[src/rtl/uart_frame_assembler_pkg.sv]
// Shared definitions for the UART command-frame assembler: FSM encoding,
// default frame geometry and the clock-derived inter-byte gap timeout.
package uart_frame_assembler_pkg;

  typedef enum logic [1:0] {
    S_IDLE    = 2'd0,
    S_COLLECT = 2'd1,
    S_STALL   = 2'd2
  } asm_state_t;

  localparam int unsigned DEFAULT_FRAME_BYTES = 18;

  // 10 ms gap limit at the 103.34 MHz system clock
  localparam int unsigned CLK_FREQ_HZ            = 103_340_000;
  localparam int unsigned GAP_PER_SECOND         = 100;
  localparam int unsigned DEFAULT_TIMEOUT_CYCLES = CLK_FREQ_HZ / GAP_PER_SECOND;

  localparam int unsigned GAP_CNT_W = 24;

endpackage

[src/rtl/frame_gap_timer.sv]
// 24-bit clear/enable gap counter; tc flags that the next enabled cycle
// would reach TERMINAL, so the owner can react in that same cycle.
module frame_gap_timer
  import uart_frame_assembler_pkg::*;
#(
  parameter int unsigned TERMINAL = DEFAULT_TIMEOUT_CYCLES
) (
  input  logic clk,
  input  logic reset,
  input  logic clr,
  input  logic en,
  output logic tc
);

  logic [GAP_CNT_W-1:0] cnt;

  always_ff @(posedge clk or posedge reset) begin
    if (reset)
      cnt <= '0;
    else if (clr)
      cnt <= '0;
    else if (en)
      cnt <= cnt + 1'b1;
  end

  assign tc = (cnt == GAP_CNT_W'(TERMINAL - 1));

endmodule

[src/rtl/uart_frame_assembler.sv]
// Assembles fixed-length UART command frames byte-by-byte into lanes,
// checks the end character and hands frames to a valid/ready consumer.
module uart_frame_assembler
  import uart_frame_assembler_pkg::*;
#(
  parameter int unsigned FRAME_BYTES    = DEFAULT_FRAME_BYTES,
  parameter int unsigned TIMEOUT_CYCLES = DEFAULT_TIMEOUT_CYCLES
) (
  input  logic                     clk,
  input  logic                     reset,
  input  logic [7:0]               rx_data,
  input  logic                     rx_valid,
  output logic [8*FRAME_BYTES-1:0] frame_data,
  output logic                     frame_valid,
  input  logic                     frame_ready,
  output logic                     frame_err,
  output logic                     timeout_err,
  output logic [7:0]               drop_count,
  output logic                     busy
);

  localparam int unsigned W        = 8 * FRAME_BYTES;
  localparam logic [5:0]  LAST_IDX = 6'(FRAME_BYTES - 1);

  asm_state_t     state, state_nxt;
  logic [5:0]     byte_cnt;
  logic [W-1:0]   asm_q, asm_nxt;
  logic           gap_tc, gap_clr, gap_en;
  logic           last_byte, end_match, slot_free;
  logic           wr_en, load_frame, err_set, to_set, drop;

  assign last_byte = (byte_cnt == LAST_IDX);
  assign end_match = (rx_data == asm_q[7:0]);
  assign slot_free = !frame_valid || frame_ready;

  frame_gap_timer #(
    .TERMINAL(TIMEOUT_CYCLES)
  ) u_gap_timer (
    .clk   (clk),
    .reset (reset),
    .clr   (gap_clr),
    .en    (gap_en),
    .tc    (gap_tc)
  );

  always_ff @(posedge clk or posedge reset) begin
    if (reset)
      state <= S_IDLE;
    else
      state <= state_nxt;
  end

  always_comb begin
    state_nxt = state;
    unique case (state)
      S_IDLE:
        if (rx_valid) state_nxt = S_COLLECT;
      S_COLLECT:
        if (rx_valid) begin
          if (last_byte)
            state_nxt = (end_match && !slot_free) ? S_STALL : S_IDLE;
        end else if (gap_tc) begin
          state_nxt = S_IDLE;
        end
      S_STALL:
        if (slot_free) state_nxt = S_IDLE;
      default:
        state_nxt = S_IDLE;
    endcase
  end

  always_comb begin
    wr_en      = 1'b0;
    load_frame = 1'b0;
    err_set    = 1'b0;
    to_set     = 1'b0;
    drop       = 1'b0;
    gap_en     = 1'b0;
    gap_clr    = 1'b1;
    unique case (state)
      S_IDLE:
        wr_en = rx_valid;
      S_COLLECT: begin
        wr_en      = rx_valid;
        load_frame = rx_valid && last_byte && end_match && slot_free;
        err_set    = rx_valid && last_byte && !end_match;
        to_set     = !rx_valid && gap_tc;
        gap_en     = !rx_valid;
        gap_clr    = rx_valid;
      end
      S_STALL: begin
        load_frame = slot_free;
        drop       = rx_valid;
      end
      default: ;
    endcase
  end

  // The final byte is merged combinationally so a completing frame can load
  // into frame_data in the same cycle it arrives.
  always_comb begin
    asm_nxt = asm_q;
    if (wr_en)
      asm_nxt[8*byte_cnt +: 8] = rx_data;
  end

  always_ff @(posedge clk or posedge reset) begin
    if (reset) begin
      asm_q       <= '0;
      byte_cnt    <= '0;
      frame_data  <= '0;
      frame_valid <= 1'b0;
      frame_err   <= 1'b0;
      timeout_err <= 1'b0;
      drop_count  <= '0;
    end else begin
      asm_q       <= asm_nxt;
      byte_cnt    <= (state_nxt != S_COLLECT) ? '0 :
                     (wr_en ? byte_cnt + 6'd1 : byte_cnt);
      frame_err   <= err_set;
      timeout_err <= to_set;
      if (load_frame) begin
        frame_data  <= asm_nxt;
        frame_valid <= 1'b1;
      end else if (frame_ready) begin
        frame_valid <= 1'b0;
      end
      if (drop && drop_count != 8'hFF)
        drop_count <= drop_count + 8'd1;
    end
  end

  assign busy = (state != S_IDLE);

endmodule

[config.mk]
export PLATFORM = sky130hd
export DESIGN_NAME = uart_frame_assembler
export DESIGN_NICKNAME = d
export VERILOG_FILES = /design/src/rtl/uart_frame_assembler_pkg.sv /design/src/rtl/frame_gap_timer.sv /design/src/rtl/uart_frame_assembler.sv
export SDC_FILE = /design/constraint.sdc
export NUM_CORES = 1
export LEC_CHECK = 0
export BUFFER_PORTS_ARGS = -buffer_cell sky130_fd_sc_hd__clkbuf_2
export CAP_MARGIN = 20
export CORE_ASPECT_RATIO = 0.8
export CORE_MARGIN = 2
export CORE_UTILIZATION = 63
export CTS_CLUSTER_DIAMETER = 80
export CTS_CLUSTER_SIZE = 40
export DETAILED_ROUTE_END_ITERATION = 8
export GPL_ROUTABILITY_DRIVEN = 1
export HOLD_SLACK_MARGIN = 0.06
export PLACE_DENSITY = 0.95
export SETUP_SLACK_MARGIN = 0.05
export SLEW_MARGIN = 0
export SYNTH_ARGS = -nofsm -noshare
export SYNTH_HDL_FRONTEND = slang
export SYNTH_HIERARCHICAL = 1
export SYNTH_SLANG_ARGS = --single-unit
[constraint.sdc]
create_clock -name clk -period 15.42 [get_ports clk]
set_input_delay 0.771 -clock clk [delete_from_list [all_inputs] [get_ports clk]]
set_output_delay 0.771 -clock clk [all_outputs]
set_load 0.01 [all_outputs]
Word-level counts from Yosys, hierarchy flattened
Index checks and enable logic that the tools add are counted.

Bits in registers: 331. Bits of input ports: 12. Logic and storage cells: 62. Output and inout port bits: 156.

Shifts and indexed selects: 2. Mux-type cells: 22. Eq/ne operators: 7. Add/sub/neg operators: 4. Reduce and logical (&&, ||, !) cells: 18.

Operator list (count): $bwmux W144 (1); $mux W144 (1); $shift A8 B34 Y144 const A (1); $shiftx A8 B34 Y144 (1); $mux W24 (2); $neg A9 Y34 (1); $add A24 B1 Y24 const B (1); $eq A24 B20 Y1 const B (1); $mux W2 (6); $mux W6 (2); $add A8 B1 Y8 const B (1); $eq A8 B8 Y1 (1); $mux W1 (8); $ne A8 B8 Y1 const B (1); $reduce_bool A2 Y1 (4); $logic_and A1 B1 Y1 (7); $add A6 B1 Y6 const B (1); $eq A6 B5 Y1 const B (1); $pmux W2 S3 (1); $logic_not A1 Y1 (4); $eq A2 B1 Y1 const B (1); $eq A2 B2 Y1 const B (1); $logic_not A2 Y1 (1); $ne A2 B1 Y1 const B (1); other kinds (3) (3).

Depth between registers and ports, before layout
Gate-level depths: netlist (run 1).

Depth in word-level cells: 10. Gate-level depth with buffers: 12. Gate-level depth less buffers: 8.

Modules after synthesis
Netlist (run 1), hierarchy kept.

By module, submodules not included: uart_frame_assembler (cells an instance 1091, area each 13177.6 µm², times used 1, sequential area each 7682.4 µm²); frame_gap_timer (cells an instance 138, area each 1325.0 µm², times used 1, sequential area each 600.6 µm²).

Worst setup path before layout (run 1)
Ideal clock, no wire load.

Kind: register to register. Start point: register byte_cnt[3]. End point: register frame_data[16]. Library setup time: 0.125 ns. Buffers on the path: 2. Setup slack: 12.338 ns. Data required time: 15.295 ns. Period minus slack after synthesis: 3.082 ns. Cell stages (with the launch flop): 10. Arrival time: 2.957 ns. Cell sequence: dfrtp_1 > clkbuf_1 > clkbuf_1 > nor3_1 > ha_1 > nor4bb_1 > o211ai_1 > a211oi_2 > mux2_2 > mux2_2.

Elaborated cells on any way between the ends: 10. Those cells by class: add/sub (1); eq/ne (1); shift (2); mux (3); reduce/logical (3).

RTL lines: start, declared (RTL line uart_frame_assembler.sv:26) `logic [5:0] byte_cnt;`; start signal, assigned (RTL line uart_frame_assembler.sv:118) `byte_cnt <= (state_nxt != S_COLLECT) ? '0 :`; $neg A9 Y34 (*) (RTL line uart_frame_assembler.sv:104) `asm_nxt[8*byte_cnt +: 8] = rx_data;`; $shiftx A8 B34 Y144 or $shift A8 B34 Y144 (tied branches) (RTL line uart_frame_assembler.sv:104); $bwmux W144 (*) (RTL line uart_frame_assembler.sv:104); $mux W144 (*) (RTL line uart_frame_assembler.sv:103) `if (wr_en)`; net asm_nxt[16] (RTL line uart_frame_assembler.sv:27) `logic [W-1:0] asm_q, asm_nxt;`; end signal, assigned (RTL line uart_frame_assembler.sv:123) `frame_data <= asm_nxt;`; end, declared (RTL line uart_frame_assembler.sv:13) `output logic [8*FRAME_BYTES-1:0] frame_data,`.

The timed path passes the listed nets; every way through them passes the cells marked *. A chain may end at the register's enable or synchronous reset.

Worst setup path after layout (run 1)
Start point: register byte_cnt[0]. End point: register frame_data[17].

Word-level cells in the longest chain between the ends: 5. Elaborated cells on any way between the ends: 10. Those cells by class: add/sub (1); eq/ne (1); shift (2); mux (3); reduce/logical (3).

Ends and longest elaborated chain: branches (longest 5 deep; another with $neg A9 Y34).

Parallel ways; which one is timed is not known.

==> results of run 1 <==
-- registers in the layout, summed over array words and instances, names as in the netlist --
register and flops:
timeout_err 1, state 2, frame_valid 1, byte_cnt 6
asm_q 144, drop_count 8, frame_data 144, u_gap_timer/cnt 24
frame_err 1
-- cells by family after synthesis --
family          synth area share, %
simple gates                   12.2
flops                          57.1
fa+ha+maj                     0.863
buf+inv                        3.30
mux                            15.0
compound gates                 9.55
xor+xnor                       1.92
-- cells in the mapped netlist (16+ instances only) --
master and n:
clkbuf_1 51, dfrtp_1 331, nand3_1 36, and2_1 20
nand2_1 112, buf_2 19, nor2_1 52, inv_1 33
mux2i_1 24, o21ai_0 34, nand4_1 20, a31oi_1 49
mux2_2 163, a21oi_1 65, or3_1 16
-- layout make-up --
type / instances / area share (%)
diodes: 1 / 0.0157
clock buffers: 13 / 2.04
clock inverters: 6 / 0.518
inverters: 33 / 0.825
multi-input cells: 787 / 36.1
flip-flops and latches: 331 / 52.0
well taps: 306 / 2.40
repair buffers: 179 / 6.06
-- metal layers --
metal  share of wire (%)  vias up  GRT usage [%]
met5               0.047        -           1.19
met4                 3.3        2           9.02
met3                 9.6      107           5.68
met2                  46      634           45.5
met1                  42     5330           44.4
li1                    -     4595              -
-- where the power goes --
| group | switching, mW | internal (mW) |
|---|---|---|
| clock | 0.277 | 0.168 |
| combinational | 0.234 | 0.0752 |
| sequential | 0.0178 | 0.883 |
| total | 0.529 | 1.13 |
-- final timing paths --
| check | from | to | cells after the start |
|---|---|---|---|
| setup / recovery | byte_cnt[0]$_DFFE_PP0P_ | frame_data[17]$_DFFE_PP0P_ | 8 |
| hold / removal | reset | drop_count[7]$_DFFE_PP0P_ | 2 |
| setup reg to reg | byte_cnt[0]$_DFFE_PP0P_ | frame_data[17]$_DFFE_PP0P_ | 8 |
| hold reg to reg | asm_q[67]$_DFF_PP0_ | asm_q[67]$_DFF_PP0_ | 2 |
| max in group asynchronous | reset | frame_data[54]$_DFFE_PP0P_ | 5 |
| min in group clk | asm_q[67]$_DFF_PP0_ | asm_q[67]$_DFF_PP0_ | 2 |
-- critical path, stage by stage (launching register included) --
cell	delay (ns)
dfrtp_1	0.72
ha_1	0.24
nand4bb_1	0.13
or3_1	0.44
o31ai_4	0.25
buf_4	0.50
and2_4	0.79
buf_4	0.87
mux2_2	0.43
-- stage by stage --
| stage | hold slack, ns | area [µm²] | instances | power, mW | util [%] |
|---|---|---|---|---|---|
| 6_report | 0.450 | 15900 | 1656 | 1.66 | 70.6 |
| 5_1_grt | 0.499 | 15900 | 1655 | 1.71 | 70.6 |
| 4_1_cts | 0.480 | 15900 | 1652 | 1.65 | 70.3 |
| 3_5_place_dp | 0.450 | 15500 | 1633 | 1.21 | 68.5 |
| 3_3_place_gp | 0.443 | 15500 | 1633 | 1.20 | 68.5 |
| 2_1_floorplan | 0.433 | 14500 | 1229 | 1.13 | - |
==> impl_metrics.py, run 1 <==
metrics = {
    "drt": {
        "drt-initial-drc-count": 1213,
        "avgViaCountPerCell": 6.44,
        "vias": 10700,
        "routed_wl_mm": 36.4,
        "antenna_left": 0,
        "wl_per_cell_um": 22.0,
        "route.detailed.drc": 0,
        "dr.pass1.iters": 7,
    },
    "hold_path": {
        "hp-class": "input pin to asynchronous set/reset pin",
    },
    "cells_and_area": {
        "layout_commonest_cell": "dfrtp_1",
        "nNetsFinal": 1367,
        "drive_gt1_share_pct": 29.7,
        "multi_input_area_mm2": 0.00575,
        "regArea_mm2": 0.00828,
        "final_cell_mix": "dfrtp_1 (331), clkbuf_2 (167), mux2_2 (163)",
        "nFillCells": 1528,
        "area_delta_synth_final_pct": 9.83,
    },
    "die": {
        "die_area_mm2": 0.0243,
        "dieWidth_um": 174,
        "ios": 168,
        "core-area_mm2": 0.0226,
        "die_h_um": 140,
        "initial_utilization_pct": 64.3,
        "num_rows": 49,
    },
    "logic_synthesis": {
        "ys_warn_count": 6,
        "synth_nets": 1251,
        "yosys-top-cells-area": "dfrtp_1 (57%), mux2_2 (13%), nand2_1 (2.9%)",
        "synth_flop_cell": "dfrtp_1",
        "synthCells": 1229,
        "synth_top_area_share_pct": 57.1,
        "ys_async_sr_fraction_pct": 100,
        "synth_area_mm2": 0.0145,
        "synth_area_leader_cell": "dfrtp_1",
        "synth-seq-cells": 331,
        "synth_cell_type_count": 72,
        "avgSynthCellArea_um2": 11.8,
        "synth_edf_count": 0,
        "ys_seq_area_share_pct": 57.1,
    },
    "clocking": {
        "clockRootBuffer": "clkbuf_16",
        "cts.reportedPaths.clkPinSlew_ns": 0.14,
        "cts_tree": "done",
        "cts_made_buffers": 13,
        "cts_num_sinks": 331,
        "clockBufferDepth": 3,
        "worstSkewPairLatency_ns": 0.52,
        "h-tree-depth": 1,
        "cts.repair_timing.setup_buffer_count": 0,
        "holdBufCountCts": 0,
        "ctsResizeCount": 0,
    },
    "critical_path": {
        "crit_path_end_kind": "flop",
        "reg2reg_slack_ns": 10.88,
        "critPathRequiredTime_ns": 15.83,
        "cp_data_arrival_time_ns": 4.96,
        "startpoint_type": "flop",
        "crit_type": "flop to flop",
        "cp_max_fo": 83,
    },
    "timing": {
        "layout_setup_ws_ns": 10.88,
        "min_period_ns": 4.54,
        "rsz0062_at_grt": "false",
        "max_freq_ghz": 0.220,
        "finalSetupViolCount": 0,
        "hold_viol_final": 0,
        "fin_setup_tns_ns": 0,
        "skew_ns": 0.0260,
        "slew_headroom_pct": 23.8,
        "worst_pin_slew_ns": 1.13,
        "drv_slew": 0,
        "fin_crit_sh_pct": 29.5,
    },
    "global_routing": {
        "grt_use_total_pct": 30.0,
        "grt_pass1_wl_mm": 57.9,
        "gr-total-overflow": 0,
        "antenna_found_initial": 1,
        "grt_max_degree": 147,
        "grt_pass1_vias": 10500,
    },
    "placed_design": {
        "hpwl_mm": 25.1,
        "gp_congestion": 0.897,
        "dp_slack_ns": 10.94,
        "port_buffers": 167,
    },
    "job": {
        "drv_cap": 0,
    },
    "power": {
        "p_per_area_mw_per_mm2": 104,
        "leakage_nw": 8.21,
        "peakVddDrop_v": 0.0000881,
    },
    "status": {
        "outcome": "finished clean",
    },
}
No activity file was read; power rests on OpenSTA's default activity.
==> run 2, diff against run 1 <==
CORE_UTILIZATION = 53   (was 63)
PLACE_DENSITY = 0.86   (was 0.95)
clock period = 3.9 ns   (was 15.42 ns; I/O delays follow)
==> run 2 against run 1 <==
  * Final area rose by 1.7%
  * Non-clock buffer count rose by 22
  * Hold slack got worse by 0.39 ns
  * Via count fell by 3.1%
  * Clock skew fell by 0.0050 ns
  * Core utilization fell by 11 points
  * Critical path depth did not move
  * Largest power group unchanged
  * Clock power rose to 4.1 times the previous value
  * Register-to-register slack got worse by 10 ns
  * Wire length fell by 0.27%
  * Combinational power rose to 4.2 times the previous value
  * Clock-buffer cell count did not move
==> impl_metrics.py, run 2 (same netlist as run 1, synthesis figures left out) <==
metrics = {
    "clocking": {
        "h-tree-depth": 1,
        "cts.reportedPaths.clkPinSlew_ns": 0.13,
        "cts_made_buffers": 13,
        "clockBufferDepth": 3,
        "cts_tree": "done",
        "worstSkewPairLatency_ns": 0.52,
        "cts_num_sinks": 331,
        "clockRootBuffer": "clkbuf_16",
    },
    "cells_and_area": {
        "nFillCells": 2129,
        "fin_cells": 1736,
        "final_cell_mix": "dfrtp_1 (331), clkbuf_2 (167), mux2_2 (163)",
        "area_delta_synth_final_pct": 11.7,
        "nNetsFinal": 1389,
        "drive_gt1_share_pct": 30.9,
        "top_regs": "asm_q x144, frame_data x144, u_gap_timer/cnt x24",
        "n_antenna_cell": 0,
        "layout_commonest_cell": "dfrtp_1",
        "utilization_pct": 59.8,
    },
    "critical_path": {
        "cp_top_family": "simple AND/OR/NAND/NOR gates",
        "crit_slowest_cell": "dfrtp_1",
        "cp_max_fo": 15,
        "startpoint_type": "flop",
        "critPathRequiredTime_ns": 4.31,
        "max_stage_delay_ns": 0.59,
        "cp_cell_sequence": "or3_4, nor3_1, ha_1, nand2b_1, nor4_1, a21boi_2, mux2_2, mux2_2",
        "cp_data_arrival_time_ns": 3.77,
        "crit_path_end_kind": "flop",
        "crit_type": "flop to flop",
        "cp_num_buf_inv": 0,
        "crit_top_cell": "mux2_2",
    },
    "placed_design": {
        "gp_congestion": 0.916,
        "hpwl_mm": 25.4,
        "port_buffers": 167,
        "post-place-cells": 1715,
    },
    "drt": {
        "dr.pass1.iters": 7,
        "antenna_left": 0,
        "drt-initial-drc-count": 1107,
        "vias": 10300,
        "routed_wl_mm": 36.3,
        "wl_per_cell_um": 20.9,
        "route.detailed.drc": 0,
        "avgViaCountPerCell": 5.95,
    },
    "timing": {
        "slew_headroom_pct": 28.1,
        "min_period_ns": 3.36,
        "fin_crit_sh_pct": 86.1,
        "max_freq_ghz": 0.298,
        "hold_viol_final": 0,
        "drv_slew": 0,
        "worst_pin_slew_ns": 1.08,
        "skew_ns": 0.0210,
        "fin_setup_tns_ns": 0,
        "finalSetupViolCount": 0,
        "rsz0062_at_grt": "false",
    },
    "global_routing": {
        "gr-usage-met2_pct": 38.7,
        "gr-total-overflow": 0,
        "met1_usage_pct": 38.4,
        "antenna_found_initial": 0,
        "grt_pass1_wl_mm": 57.5,
        "use_met3_pct": 4.07,
        "grt_use_total_pct": 25.1,
        "grt_pass1_vias": 10200,
        "grt_most_used_layer": "met2",
        "grt_max_degree": 113,
    },
    "die": {
        "die_h_um": 152,
        "initial_utilization_pct": 53.5,
        "ios": 168,
        "num_rows": 54,
        "dieWidth_um": 189,
        "die_area_mm2": 0.0287,
        "core-area_mm2": 0.0271,
    },
    "power": {
        "p_total_mw": 6.68,
        "peakVddDrop_v": 0.000268,
        "p_per_area_mw_per_mm2": 413,
        "leakage_nw": 8.33,
    },
    "status": {
        "outcome": "finished clean",
    },
    "job": {
        "drv_cap": 0,
    },
    "hold_path": {
        "hp-class": "input pin to flop",
    },
}
[run 2: changes by cell type in the layout (fill, tap and decap cells not counted), moves of 2 or more]
cell,change
inv_8,-3
buf_12,+4
buf_4,+19
buf_16,-2
clkinv_2,+2
[run 2: through the flow]
stage	setup WS [ns]	cell area (µm²)	hold WS [ns]
after global routing	0.267	16200	0.0992
after detailed placement	0.573	15800	0.223
after CTS	0.540	16200	0.0624
after floorplan	-0.380	14500	0.210
final	0.543	16200	0.0651
after global placement	0.669	15800	0.230
[run 2: final cells by class]
cell class	instances	area, µm²	share of cell area, %
sequential	331	8280	51.1
clock inverter	7	104	0.641
clock buffer	13	325	2.01
multi-input combinational	787	5760	35.6
timing repair buffer	201	1140	7.06
tap	364	455	2.81
inverter	33	128	0.788
[run 2: worst paths after layout]
path                       slack, ns  cells past startpoint                         end                    start
setup / recovery                0.54                      8  frame_data[12]$_DFFE_PP0P_  byte_cnt[2]$_DFFE_PP0P_
hold / removal                  0.07                      3     frame_valid$_DFFE_PP0P_              frame_ready
setup reg to reg                0.54                      8  frame_data[12]$_DFFE_PP0P_  byte_cnt[2]$_DFFE_PP0P_
hold reg to reg                 0.48                      2         asm_q[68]$_DFF_PP0_      asm_q[68]$_DFF_PP0_
max in group asynchronous       2.75                      4  frame_data[22]$_DFFE_PP0P_                    reset
min in group asynchronous       0.22                      3     byte_cnt[4]$_DFFE_PP0P_                    reset
[run 2: worst register-to-register path, stage by stage, from the launching register on]
cell and delay, ns:
dfrtp_1 0.59, or3_4 0.51, nor3_1 0.17, ha_1 0.20, nand2b_1 0.12, nor4_1 0.45, a21boi_2 0.55, mux2_2 0.42
mux2_2 0.26
[run 2: repair_timing]
action | CTS | global route
setup buffers | 0 | 0
hold endpoints to repair | 36 | 0
hold buffers | 1 | 0
resized for setup | 0 | 0
[run 2: layer usage]
layer  vias to the layer above  wire, µm
met1                      5293     16600
met5                         -         0
li1                       4640         -
met3                        40      2720
met2                       363     16500
met4                         0       569
[run 2: where the power goes]
| part | switching, mW | leakage, nW | internal, mW |
|---|---|---|---|
| clock network | 1.11 | 0.213 | 0.729 |
| registers | 0.0587 | 4.54 | 3.49 |
| logic | 0.940 | 3.58 | 0.356 |
| total | 2.11 | 8.33 | 4.58 |
